==> config.mk <==
export PLATFORM = sky130hd
export DESIGN_NAME = clk_freq_encoder
export DESIGN_NICKNAME = d
export VERILOG_FILES = /design/src/rtl/clk_freq_encoder.sv
export SDC_FILE = /design/constraint.sdc
export NUM_CORES = 1
export LEC_CHECK = 0
export ABC_CLOCK_PERIOD_IN_PS = 9200
export CORE_UTILIZATION = 45
export DETAILED_ROUTE_END_ITERATION = 8
export PLACE_DENSITY = 0.7
export SYNTH_ARGS = -nofsm -noshare
export SYNTH_HDL_FRONTEND = slang
export SYNTH_SLANG_ARGS = --single-unit
export TNS_END_PERCENT = 1
==> constraint.sdc <==
create_clock -name clk -period 9.2 [get_ports clk]
set_input_delay 1.84 -clock clk [delete_from_list [all_inputs] [get_ports clk]]
set_output_delay 1.84 -clock clk [all_outputs]
set_load 0.005 [all_outputs]
==> src/rtl/clk_freq_encoder.sv <==
// Measures clk_in against clk over a fixed window and encodes the edge count
// into one of four frequency codes (or flags error when none is close enough).
`timescale 1ns/1ps
//   state  | meaning
//   IDLE   | waiting for a registered start request
//   COUNT  | counting clk_in rising edges for WINDOW clk cycles
//   DECIDE | match edge count against the code table, publish result
module clk_freq_encoder #(
  parameter int FIRST_FREQ  = 1,
  parameter int SECOND_FREQ = 2,
  parameter int THIRD_FREQ  = 4,
  parameter int FOURTH_FREQ = 8,
  parameter int WINDOW      = 256,
  parameter int UNIT_EDGES  = 4,
  parameter int TOL         = 1
) (
  input  logic       clk,
  input  logic       rst,
  input  logic       clk_in,
  input  logic       start,
  output logic       busy,
  output logic       valid,
  output logic       error,
  output logic [1:0] clk_freq_enc,
  output logic [3:0] clock_frequency_enc,
  output logic [7:0] edge_count
);

  localparam int WIN_W = (WINDOW > 1) ? $clog2(WINDOW) : 1;
  localparam logic [WIN_W-1:0] WIN_LOAD = WIN_W'(WINDOW - 1);

  localparam int TGT0 = FIRST_FREQ  * UNIT_EDGES;
  localparam int TGT1 = SECOND_FREQ * UNIT_EDGES;
  localparam int TGT2 = THIRD_FREQ  * UNIT_EDGES;
  localparam int TGT3 = FOURTH_FREQ * UNIT_EDGES;

  typedef enum logic [1:0] {IDLE, COUNT, DECIDE} state_t;

  state_t           state_q;
  logic             sync_meta_q, sync_q, sync_prev_q, edge_q;
  logic             start_q;
  logic [WIN_W-1:0] win_q;
  logic [7:0]       cnt_q;
  logic             busy_q, valid_q, error_q;
  logic [1:0]       enc_q;
  logic [3:0]       freq_q;
  logic [7:0]       edge_count_q;

  logic             match_d;
  logic [1:0]       code_d;
  logic [3:0]       freq_d;

  function automatic logic near(input int n, input int tgt);
    int d;
    d = n - tgt;
    if (d < 0) d = -d;
    return (d <= TOL);
  endfunction

  // Priority order 00..11: the lowest matching code wins.
  always_comb begin
    match_d = 1'b1;
    code_d  = 2'b00;
    freq_d  = 4'(FIRST_FREQ);
    if (near(int'(cnt_q), TGT0)) begin
      code_d = 2'b00;
      freq_d = 4'(FIRST_FREQ);
    end else if (near(int'(cnt_q), TGT1)) begin
      code_d = 2'b01;
      freq_d = 4'(SECOND_FREQ);
    end else if (near(int'(cnt_q), TGT2)) begin
      code_d = 2'b10;
      freq_d = 4'(THIRD_FREQ);
    end else if (near(int'(cnt_q), TGT3)) begin
      code_d = 2'b11;
      freq_d = 4'(FOURTH_FREQ);
    end else begin
      match_d = 1'b0;
    end
  end

  always_ff @(posedge clk or posedge rst) begin
    if (rst) begin
      state_q      <= IDLE;
      sync_meta_q  <= 1'b0;
      sync_q       <= 1'b0;
      sync_prev_q  <= 1'b0;
      edge_q       <= 1'b0;
      start_q      <= 1'b0;
      win_q        <= '0;
      cnt_q        <= 8'd0;
      busy_q       <= 1'b0;
      valid_q      <= 1'b0;
      error_q      <= 1'b0;
      enc_q        <= 2'b00;
      freq_q       <= 4'd0;
      edge_count_q <= 8'd0;
    end else begin
      sync_meta_q <= clk_in;
      sync_q      <= sync_meta_q;
      sync_prev_q <= sync_q;
      edge_q      <= sync_q & ~sync_prev_q;
      // Requests are only captured in IDLE, so a start seen while busy is dropped.
      start_q     <= start && (state_q == IDLE);
      valid_q     <= 1'b0;
      case (state_q)
        IDLE: begin
          if (start_q) begin
            state_q <= COUNT;
            busy_q  <= 1'b1;
            win_q   <= WIN_LOAD;
            cnt_q   <= 8'd0;
          end
        end
        COUNT: begin
          if (edge_q && (cnt_q != 8'hFF)) cnt_q <= cnt_q + 8'd1;
          if (win_q == '0) state_q <= DECIDE;
          else             win_q   <= win_q - WIN_W'(1);
        end
        DECIDE: begin
          state_q      <= IDLE;
          busy_q       <= 1'b0;
          valid_q      <= 1'b1;
          edge_count_q <= cnt_q;
          error_q      <= ~match_d;
          if (match_d) begin
            enc_q  <= code_d;
            freq_q <= freq_d;
          end
        end
        default: state_q <= IDLE;
      endcase
    end
  end

  assign busy                = busy_q;
  assign valid               = valid_q;
  assign error               = error_q;
  assign clk_freq_enc        = enc_q;
  assign clock_frequency_enc = freq_q;
  assign edge_count          = edge_count_q;

endmodule

==> impl_metrics.json <==
{
  "layout-drive-gt1-share": 0.0747,
  "grt_pass1_vias": 2086,
  "ctsLongestPathBuffers": 2,
  "p_per_area_nw_per_um2": 240,
  "m1WireLength_um": 2720,
  "num_vias": 2117,
  "final_cell_mix": "dfrtp_1, nand2_1, ha_1, clkdlybuf4s50_1",
  "ff2ff_path_depth": 9,
  "cts_tree": "yes",
  "pwr-share-comb": 0.514,
  "drc_errors": 0,
  "swShare": 0.443,
  "cts_buffers": 5,
  "yosysSeqAreaShare": 0.365,
  "first_pass_iters": 4,
  "io_pins": 21,
  "p_clk_frac": 0.149,
  "start_util": 0.466,
  "reg2reg_slack_ns": 5.72,
  "routed_wl_um": 5880,
  "min_path_cells": 0,
  "final_util": 0.517,
  "crit_fanout": 14,
  "tightest_slew_ns": 0.976,
  "syn_to_final_growth_pct": 10.9,
  "drt_iter0_drc": 134,
  "die_height_um": 80.1,
  "startpoint_type": "register",
  "n_antenna_cell": 0,
  "irDropWorstVdd_mv": 0.126,
  "timing.final.crit_period_ns": 3.48,
  "vias_per_cell": 5.53,
  "overflow": 0,
  "grt_pass1_wl_um": 9940,
  "clkTransAtPathRegs_ns": 0.08,
  "grt_max_degree": 41,
  "synth_flop_cell": "dfrtp_1",
  "startpoint": "cnt_q[4]",
  "synth-seq-cells": 40,
  "hold_viol": 0,
  "min_from": "sync_meta_q",
  "switchingPower_mw": 0.324,
  "syn_area_um2": 2740,
  "postRouteAntennaNets": 0,
  "critical_path.endpoint_type": "register",
  "maxCapViolations": 0,
  "rr_endpoint": "clock_frequency_enc[2]",
  "cts-root-buf": "clkbuf_8",
  "synthCells": 292,
  "rows": 28,
  "yosysUniqueCellTypes": 62,
  "hpwlAfterDp_um": 4310,
  "whs_ns": 0.362,
  "critPathRequiredTime_ns": 9.38,
  "path_delay_family": "simple AND/OR/NAND/NOR gates",
  "critical_path_class": "register to register",
  "wl_per_cell_um": 15.3,
  "post_cts.repair.setup_buffers": 0,
  "finalCritPeriodShare": 0.378,
  "io_buffers": 20,
  "numClockSinks": 40,
  "status": "completed",
  "core_area_um2": 5890,
  "setup_viol": 0,
  "slowest_stage": "or3b_1",
  "ctsResizeCount": 0,
  "seq_power_share": 0.337,
  "synth_edf_count": 0,
  "max-slew-margin-rel": 0.341,
  "clock.fmax_mhz": 287,
  "final.setup.tns_ns": 0,
  "max_stage_delay_ns": 0.58,
  "reg2reg_from": "cnt_q[4]",
  "ys_async_sr_fraction": 1.00,
  "hold_path_class": "register to register",
  "cts.hold.buffers_added": 0,
  "leakage_nw": 1.26,
  "p_int_mw": 0.407,
  "die_w_um": 80.1,
  "synth_fp_nets": 319,
  "antenna_found_initial": 0,
  "routabilityCongestion": 0.963,
  "wl_met3_um": 260,
  "fin_nets": 335,
  "crit_arrival_ns": 3.66,
  "met2_wirelength_um": 2730,
  "crit_chain": "inv_1, ha_1, or3b_1, a21o_4, mux2i_1, a21oi_1, nor4_2, a21oi_2, a221o_1",
  "dieArea_um2": 6410,
  "synth.yosys.warnings": 0,
  "final_common_cell": "dfrtp_1",
  "cp_num_buf_inv": 1,
  "worstSkewPairLatency_ns": 0.29,
  "hold_end": "sync_q",
  "cts_max_level": 2,
  "grt.total_usage": 0.204,
  "top_layer_used": "met4",
  "syn_avg_cell_area_um2": 9.40,
  "finalMaxSlewViolations": 0,
  "rsz0062_at_grt": "false",
  "fin_skew_ns": 0.0106
}
## cells in the mapped netlist (4+ instances only)
| master | instances | share of area |
|---|---|---|
| o211ai_1 | 4 | 0.011 |
| nor2_1 | 18 | 0.025 |
| nand3_1 | 6 | 0.011 |
| and2_1 | 5 | 0.011 |
| ha_1 | 23 | 0.10 |
| inv_1 | 14 | 0.019 |
| a31oi_1 | 5 | 0.011 |
| xnor2_1 | 18 | 0.057 |
| o21ai_0 | 16 | 0.029 |
| o21a_1 | 4 | 0.011 |
| nor3_1 | 7 | 0.013 |
| nor2b_1 | 8 | 0.018 |
| dfrtp_1 | 40 | 0.36 |
| clkbuf_1 | 5 | 0.0068 |
| xor2_1 | 7 | 0.022 |
| nand2_1 | 33 | 0.045 |
| buf_6 | 4 | 0.016 |
| a21oi_1 | 10 | 0.018 |
## state kept, by name, indices dropped and copies added (netlist names)
name,count
busy,1
clk_freq_enc,2
clock_frequency_enc,4
cnt_q,8
edge_count,8
edge_q,1
error,1
start_q,1
state_q,2
sync_meta_q,1
sync_prev_q,1
sync_q,1
valid,1
win_q,8
## through the flow
stage                     setup WS [ns]  cell area [um2]  instances  total power [mW]
after floorplan                    6.19             2740        292             0.554
after global placement             5.79             2970        376             0.612
after detailed placement           5.75             2970        376             0.619
after CTS                          5.74             3040        383             0.732
after global routing               5.46             3040        383             0.788
final                              5.72             3040        383             0.732
## worst max path at each step
| stage | depth (start not counted) | to |
|---|---|---|
| final | 9 | clock_frequency_enc[2] |
| after global routing | 9 | clock_frequency_enc[2] |
| after CTS | 9 | clock_frequency_enc[2] |
| after detailed placement | 9 | clock_frequency_enc[2] |
| after global placement | 9 | clock_frequency_enc[2] |
| after floorplan | 10 | clock_frequency_enc[2] |
## power by group through the flow
stage | combinational (mW) | sequential (mW) | clock [mW]
floorplan | 0.331 | 0.223 | 0
global placement | 0.366 | 0.246 | 0
detailed placement | 0.371 | 0.248 | 0
CTS | 0.374 | 0.245 | 0.114
global route | 0.417 | 0.251 | 0.120
finish | 0.376 | 0.246 | 0.109
## layer usage
metal  global-route usage  up-vias
met1                0.274      988
met5                    0        -
met4               0.0893        0
li1                     -     1061
met2                0.326       54
met3               0.0318       14
## kinds of logic after synthesis
| logic type | Yosys count | synth area share |
|---|---|---|
| xor+xnor | 25 | 0.0798 |
| compound gates | 71 | 0.189 |
| flops | 40 | 0.365 |
| fa+ha+maj | 23 | 0.105 |
| buf+inv | 29 | 0.0538 |
| simple gates | 100 | 0.192 |
| mux | 4 | 0.0150 |
## final cells by class
cell class	count	area [um2]
Clock buffer	6	72.6
Timing Repair Buffer	22	215
Multi-Input combinational cell	223	1600
Sequential cell	40	1000
Clock inverter	1	5.00
Tap cell	75	93.8
Inverter	16	60.1
Fill cell	561	2840
(Power assumes the default switching activity.)
